<file path="src/rtl/servo_position_sequencer.sv">
// Position-code sequencer feeding the servo PWM stage: button-stepped or timed sweep,
// with every code change landing on a PWM frame boundary.
module servo_position_sequencer #(
    parameter int unsigned DEBOUNCE_TICKS = 500000,
    parameter int unsigned DWELL_FRAMES   = 50
) (
    input  logic        d_in_clk,
    input  logic        d_reset,
    input  logic        d_enable,
    input  logic        d_mode,
    input  logic        d_btn_next,
    input  logic [31:0] n_current_N_clks,
    output logic [7:0]  d_duty_cycle,
    output logic        d_frame_tick,
    output logic        d_pos_changed
);

    typedef enum logic [1:0] {
        S_CTR_A,
        S_PLUS,
        S_CTR_B,
        S_MINUS
    } state_t;

    localparam logic [31:0] DB_LAST    = 32'(DEBOUNCE_TICKS - 1);
    localparam logic [15:0] DWELL_LAST = 16'(DWELL_FRAMES - 1);

    state_t      state;
    state_t      state_next;
    logic [31:0] prev_cnt;
    logic [31:0] db_cnt;
    logic        btn_meta;
    logic        btn_sync;
    logic        btn_deb;
    logic        btn_deb_q;
    logic        mode_q;
    logic        pending;
    logic        pending_next;
    logic [15:0] dwell;
    logic [15:0] dwell_next;
    logic [15:0] dwell_base;
    logic        boundary;
    logic        press;
    logic        mode_changed;
    logic        advance;
    logic [7:0]  duty_next;

    // Button path keeps running while disabled so the debounced level stays current.
    always_ff @(posedge d_in_clk) begin
        if (d_reset) begin
            btn_meta  <= 1'b0;
            btn_sync  <= 1'b0;
            btn_deb   <= 1'b0;
            btn_deb_q <= 1'b0;
            db_cnt    <= '0;
        end else begin
            btn_meta  <= d_btn_next;
            btn_sync  <= btn_meta;
            btn_deb_q <= btn_deb;
            if (btn_sync == btn_deb) begin
                db_cnt <= '0;
            end else if (db_cnt == DB_LAST) begin
                btn_deb <= btn_sync;
                db_cnt  <= '0;
            end else begin
                db_cnt <= db_cnt + 32'd1;
            end
        end
    end

    assign press        = btn_deb & ~btn_deb_q;
    assign boundary     = d_enable && (n_current_N_clks == '0) && (prev_cnt != '0);
    assign mode_changed = d_enable && (d_mode != mode_q);

    always_comb begin
        // NOTE: every combinational output is defaulted first so no path can infer a latch.
        state_next   = state;
        pending_next = pending;
        dwell_next   = dwell;
        dwell_base   = mode_changed ? 16'd0 : dwell;
        advance      = 1'b0;
        duty_next    = 8'd0;

        if (d_enable) begin
            if (d_mode) begin
                pending_next = 1'b0;
                dwell_next   = dwell_base;
                if (boundary) begin
                    if (dwell_base == DWELL_LAST) begin
                        advance    = 1'b1;
                        dwell_next = '0;
                    end else begin
                        dwell_next = dwell_base + 16'd1;
                    end
                end
            end else begin
                dwell_next = '0;
                if (mode_changed) begin
                    pending_next = 1'b0;
                end else if (boundary && (pending || press)) begin
                    advance      = 1'b1;
                    pending_next = 1'b0;
                end else if (press) begin
                    pending_next = 1'b1;
                end
            end
        end

        if (advance) begin
            case (state)
                S_CTR_A: state_next = S_PLUS;
                S_PLUS:  state_next = S_CTR_B;
                S_CTR_B: state_next = S_MINUS;
                S_MINUS: state_next = S_CTR_A;
                default: state_next = S_CTR_A;
            endcase
        end

        // Decoding the next state lets the code register move on the same edge as the state.
        case (state_next)
            S_PLUS:  duty_next = 8'd2;
            S_MINUS: duty_next = 8'd1;
            default: duty_next = 8'd0;
        endcase
    end

    always_ff @(posedge d_in_clk) begin
        if (d_reset) begin
            state         <= S_CTR_A;
            d_duty_cycle  <= 8'd0;
            d_frame_tick  <= 1'b0;
            d_pos_changed <= 1'b0;
            prev_cnt      <= '0;
            mode_q        <= 1'b0;
            pending       <= 1'b0;
            dwell         <= '0;
        end else begin
            state         <= state_next;
            d_duty_cycle  <= duty_next;
            d_frame_tick  <= boundary;
            d_pos_changed <= advance;
            pending       <= pending_next;
            dwell         <= dwell_next;
            if (d_enable) begin
                prev_cnt <= n_current_N_clks;
                mode_q   <= d_mode;
            end
        end
    end

endmodule

</file>
<file path="config.mk">
export PLATFORM = sky130hd
export DESIGN_NAME = servo_position_sequencer
export DESIGN_NICKNAME = d
export VERILOG_FILES = /design/src/rtl/servo_position_sequencer.sv
export SDC_FILE = /design/constraint.sdc
export NUM_CORES = 1
export LEC_CHECK = 0
export BUFFER_PORTS_ARGS = -buffer_cell sky130_fd_sc_hd__buf_2
export CAP_MARGIN = 10
export CORE_MARGIN = 2
export CORE_UTILIZATION = 45
export DETAILED_ROUTE_END_ITERATION = 16
export MAX_ROUTING_LAYER = met4
export PLACE_DENSITY = 0.68
export SYNTH_ARGS = -nofsm -noshare
export SYNTH_HDL_FRONTEND = slang
export SYNTH_SLANG_ARGS = --single-unit
</file>
<file path="constraint.sdc">
create_clock -name d_in_clk -period 7.1 [get_ports d_in_clk]
set_clock_uncertainty 0.2 [all_clocks]
set_input_delay 1.065 -clock d_in_clk [delete_from_list [all_inputs] [get_ports d_in_clk]]
set_output_delay 1.065 -clock d_in_clk [all_outputs]
set_load 0.02 [all_outputs]
</file>
After elaboration in Yosys (flattened, before gate mapping) --
Cells that the tools add are included.
Operators by class: add/sub/neg operators 2, equality and inequality tests 9, multiplexer cells 17, bitwise logic cells 3, reductions and logical operators 12
Operator list (count):
- 2-to-1 mux 16 bit | 4
- adder 32 x 1 -> 32 bit, second input constant | 1
- == test 32 x 19 -> 1 bit, second input constant | 1
- logical NOT 32 bit | 1
- nonzero test 32 bit | 1
- adder 16 x 1 -> 16 bit, second input constant | 1
- == test 16 x 6 -> 1 bit, second input constant | 1
- 2-to-1 mux 1 bit | 10
- case mux 2 bit (4 select lines) | 1
- == test 2 bit, second input constant | 3
- == test 2 x 1 -> 1 bit, second input constant | 2
- logical AND 1 bit | 4
- case mux 2 bit (2 select lines) | 1
- AND reduction 2 bit | 2
- nonzero test 4 bit | 1
- OR reduction 3 bit | 1
- logical NOT 2 bit | 1
- 2-to-1 mux 2 bit | 1
- inverter 1 bit | 2
- bitwise AND 1 bit | 1
- == test 1 bit | 1
- logical OR 1 bit | 1
- != test 1 bit | 1
Storage, ports and cells: flip-flop bits (word level) 98, output and inout port bits 10, logic and storage cells 56

Logic depth before layout (Yosys ltp) --
depth after elaboration 11, gate-level depth with buffers 12, gate-level depth less buffers 11

Worst setup path after synthesis --
Ideal clock, no wire load.
path kind input to register, from input d_mode, to register dwell[7], arrival 3297 ps, slack 3543 ps, cell stages on the path 12, cell sequence xor2_2 nand2_2 clkbuf_1 and2_1 ha_1 nor4b_1 and4_1 and3_1 buf_6 a21o_1 or4_1 nand2_1
Between the ends: word-level cells in the longest chain between the ends 7, elaborated cells on any way between the ends 8, those cells by class 1 x add/sub; 2 x eq/ne; 4 x mux; 1 x reduce/logical
Ends and longest elaborated chain:
- from (decl) | RTL line 10 | input logic d_mode,
- != test 1 bit | RTL line 73 | assign mode_changed = d_enable && (d_mode != mode_q);
- logical AND 1 bit | RTL line 73
- 2-to-1 mux 16 bit | RTL line 80 | dwell_base = mode_changed ? 16'd0 : dwell;
- adder 16 x 1 -> 16 bit / == test 16 x 6 -> 1 bit (equally long branches) | RTL line 93, 89
- 2-to-1 mux 16 bit | RTL line 89 | if (dwell_base == DWELL_LAST) begin
- 2-to-1 mux 16 bit | RTL line 88 | if (boundary) begin
- 2-to-1 mux 16 bit (*) | RTL line 85 | if (d_mode) begin
- to (signal assigned) | RTL line 143 | dwell <= dwell_next;
- to (decl) | RTL line 39 | logic [15:0] dwell;
Mark *: on every way between the ends. The rest lies on a longest branch, timed or not. A chain may end at the register's enable or synchronous reset.

Final worst setup path --
from input d_enable, to register dwell[7]
Between the ends: word-level cells in the longest chain between the ends 6, elaborated cells on any way between the ends 9, those cells by class 1 x add/sub; 1 x eq/ne; 4 x mux; 3 x reduce/logical
Ends and longest elaborated chain:
- from (decl) | RTL line 9 | input logic d_enable,
- logical AND 1 bit | RTL line 73
- 2-to-1 mux 16 bit | RTL line 80
- adder 16 x 1 -> 16 bit / == test 16 x 6 -> 1 bit (equally long branches) | RTL line 93, 89
- 2-to-1 mux 16 bit | RTL line 89
- 2-to-1 mux 16 bit | RTL line 88
- 2-to-1 mux 16 bit | RTL line 85
Parallel ways exist; a longest one is shown, timed or not.

==> impl_metrics.ini <==
[routing]
drc = 0
dr.pass1.iters = 5
drtIter0Drc = 259
vias = 3480
wl_per_cell_um = 13.4
wirelength_um = 8780
avgViaCountPerCell = 5.30
ant_nets = 0

[sta]
slew_violations = 0
rsz0062_at_grt = false
fin_crit_ps = 3860
slew_headroom_pct = 31.7
finalSetupViolations = 0
worst_slack_ps = 3240
finalCritPeriodShare_pct = 54.4
final.setup.tns_ps = 0
max_freq_mhz = 259
hold_viol = 0
worst_pin_slew_ps = 1020

[placement]
dp_hpwl_um = 6250
dp_slack_ps = 2890
place_congestion = 0.909
numPortBuffers = 40

[floorplan]
die_y_um = 102
dieWidth_um = 102
coreArea_um2 = 9240
die_area_um2 = 10300
rows = 35
io_pins = 47
start_util_pct = 46.5

[finish]
final_common_cell = dfxtp_1
drive_gt1_share_pct = 12.9
mostFrequentLayoutCells = 92 x dfxtp_1, 78 x nor2_1, 46 x nand2_1
diodes = 0
area_growth_pct = 10.5
fin_nets = 564

[setup_path]
critical-path-max-stage-delay_ps = 520
crit_type = in2reg
r2r_setup_slack_ps = 3930
cp-end-kind = flip-flop
worstPathRequired_ps = 7190
path_max_fanout = 44
worstReg2RegStart = mode_q
worstPathCellList = buf_2 -> buf_4 -> nand2_2 -> and2_1 -> ha_1 -> nor4b_1 -> and4_1 -> and3_1 -> a21o_1 -> or4_1 -> nand2_1
critPathSlowestCell = or4_1
worstSetupStartpoint = d_enable
crit_path_start_kind = input pin
critical_path_arrival_ps = 3950

[clock_network]
post_cts_buffers = 0
numClockSinks = 92
cts_buffer_depth = 2
clk_pin_slew_ps = 90
hold_buffers = 0
clk_latency_ps = 350
htreeDepth = 3
cts_tree = done
clockRootBuffer = clkbuf_8
cts_resized = 0
cts_inserted_buffers = 9

[global_route]
grt_max_degree = 54
grt_pass1_vias = 3322
antenna_found_initial = 0
track_usage_pct = 18.7
grt_pass1_wl_um = 15200
grt_overflow_total = 0

[synthesis]
syn_area_per_cell_um2 = 8.73
synth_top_cell_by_area = dfxtp_1
syn_area_um2 = 4290
synth_top_area_share_pct = 42.9
synth_warnings = 0
ys_types = 54
ys_seq_area_share_pct = 42.9
netlist_top_cells_area = dfxtp_1 43%, mux2i_1 8.2%, nor2_1 6.8%, xor2_1 4.5%, nand2_1 4.0%
ys.flop_type = dfxtp_1
yosys_register_bits = 92
synth_cells = 492
synth_edf_count = 0
async_reset_ff_share_pct = 0

[pwr]
powerDensity_nw_per_um2 = 201
p_comb_share_pct = 6.8
ir_worst_vdd_mv = 0.132
swShare_pct = 24.3
leakage_nw = 1.76
p_switching_mw = 0.231
seqPwrFrac_pct = 56.1
report.power.total_mw = 0.951
power_frac_clock_pct = 37.1
p_int_mw = 0.720

[run]
drv_cap = 0

[hold_path]
hp-start = btn_meta
hold_path_class = reg2reg

[run_status]
outcome = completed
## worst paths after layout
path         cells past startpoint  endpoint
max                             11  dwell[7]
min                              1  btn_sync
min reg2reg                      1  btn_sync
max reg2reg                     10  dwell[7]
## routing by layer
metal  vias up  track usage, %  share of wire (%)
met2        82            28.2                 45
met3         9            3.93                4.6
met1      1609            25.4                 49
li1       1780               -                  -
met4         0            5.61                1.3
met5         -               -                  0
## power groups by stage
stage / combinational (mW) / clock, mW / sequential (mW)
after floorplan: 0.0463 / 0 / 0.544
after global placement: 0.0630 / 0 / 0.546
after detailed placement: 0.0644 / 0 / 0.546
after CTS: 0.0645 / 0.364 / 0.534
after global routing: 0.0720 / 0.387 / 0.536
final: 0.0645 / 0.353 / 0.534
## Yosys cell counts, types with 3 or more instances
cell type and number:
and2_1 5, buf_2 5, a31oi_1 4, o221ai_1 3, nand2_1 46, buf_4 6, nor4b_1 6, nand2b_1 3
nor2b_1 6, o21ai_0 13, buf_1 5, nor2_1 78, a21oi_1 12, ha_1 5, xor2_1 22, xnor2_1 8
clkbuf_1 10, and3_1 5, or3_1 5, inv_1 9, nand3_1 22, mux2i_1 35, nor4_1 23, dfxtp_1 92
nand4_1 18, and4_1 7, a21o_1 3, nor3_1 6
## cell type report
cell class	instances	area, µm²
Clock inverter	6	71.3
Multi-Input combinational cell	369	2300
Clock buffer	10	128
Sequential cell	92	1840
Fill cell	889	4500
Timing Repair Buffer	41	208
Inverter	9	33.8
Tap cell	129	161
## stage by stage
stage	instance area (µm²)	std cells	hold slack (ps)	util [%]
floorplan	4310	497	213	-
global placement	4540	640	216	49.2
detailed placement	4540	640	220	49.2
CTS	4740	656	242	51.3
global route	4740	656	277	51.3
finish	4740	656	239	51.3
## worst max-delay path: cells and delay by family
kind                     cells  cell delay (ps)
AND/OR/NAND/NOR              7             1860
AO/OA/AOI/OAI                1              250
buffers and inverters        2              570
adder cells (fa/ha/maj)      1              190
## kinds of logic after synthesis
logic type	synth area share [%]
adders and majority gates	1.46
buffers and inverters	3.99
muxes	8.16
AOI/OAI and AO/OA	7.93
and+or+nand+nor	29.0
other	0.0874
DFF	42.9
xor gates and xnor gates	6.50
## state kept, by name, indices dropped and copies added, names as in the netlist
signal,count
btn_deb_q,1
state,2
btn_deb,1
d_frame_tick,1
dwell,16
db_cnt,32
d_duty_cycle,2
btn_meta,1
pending,1
d_pos_changed,1
btn_sync,1
mode_q,1
prev_cnt,32
Note: power is estimated with default switching activity, not from simulation.
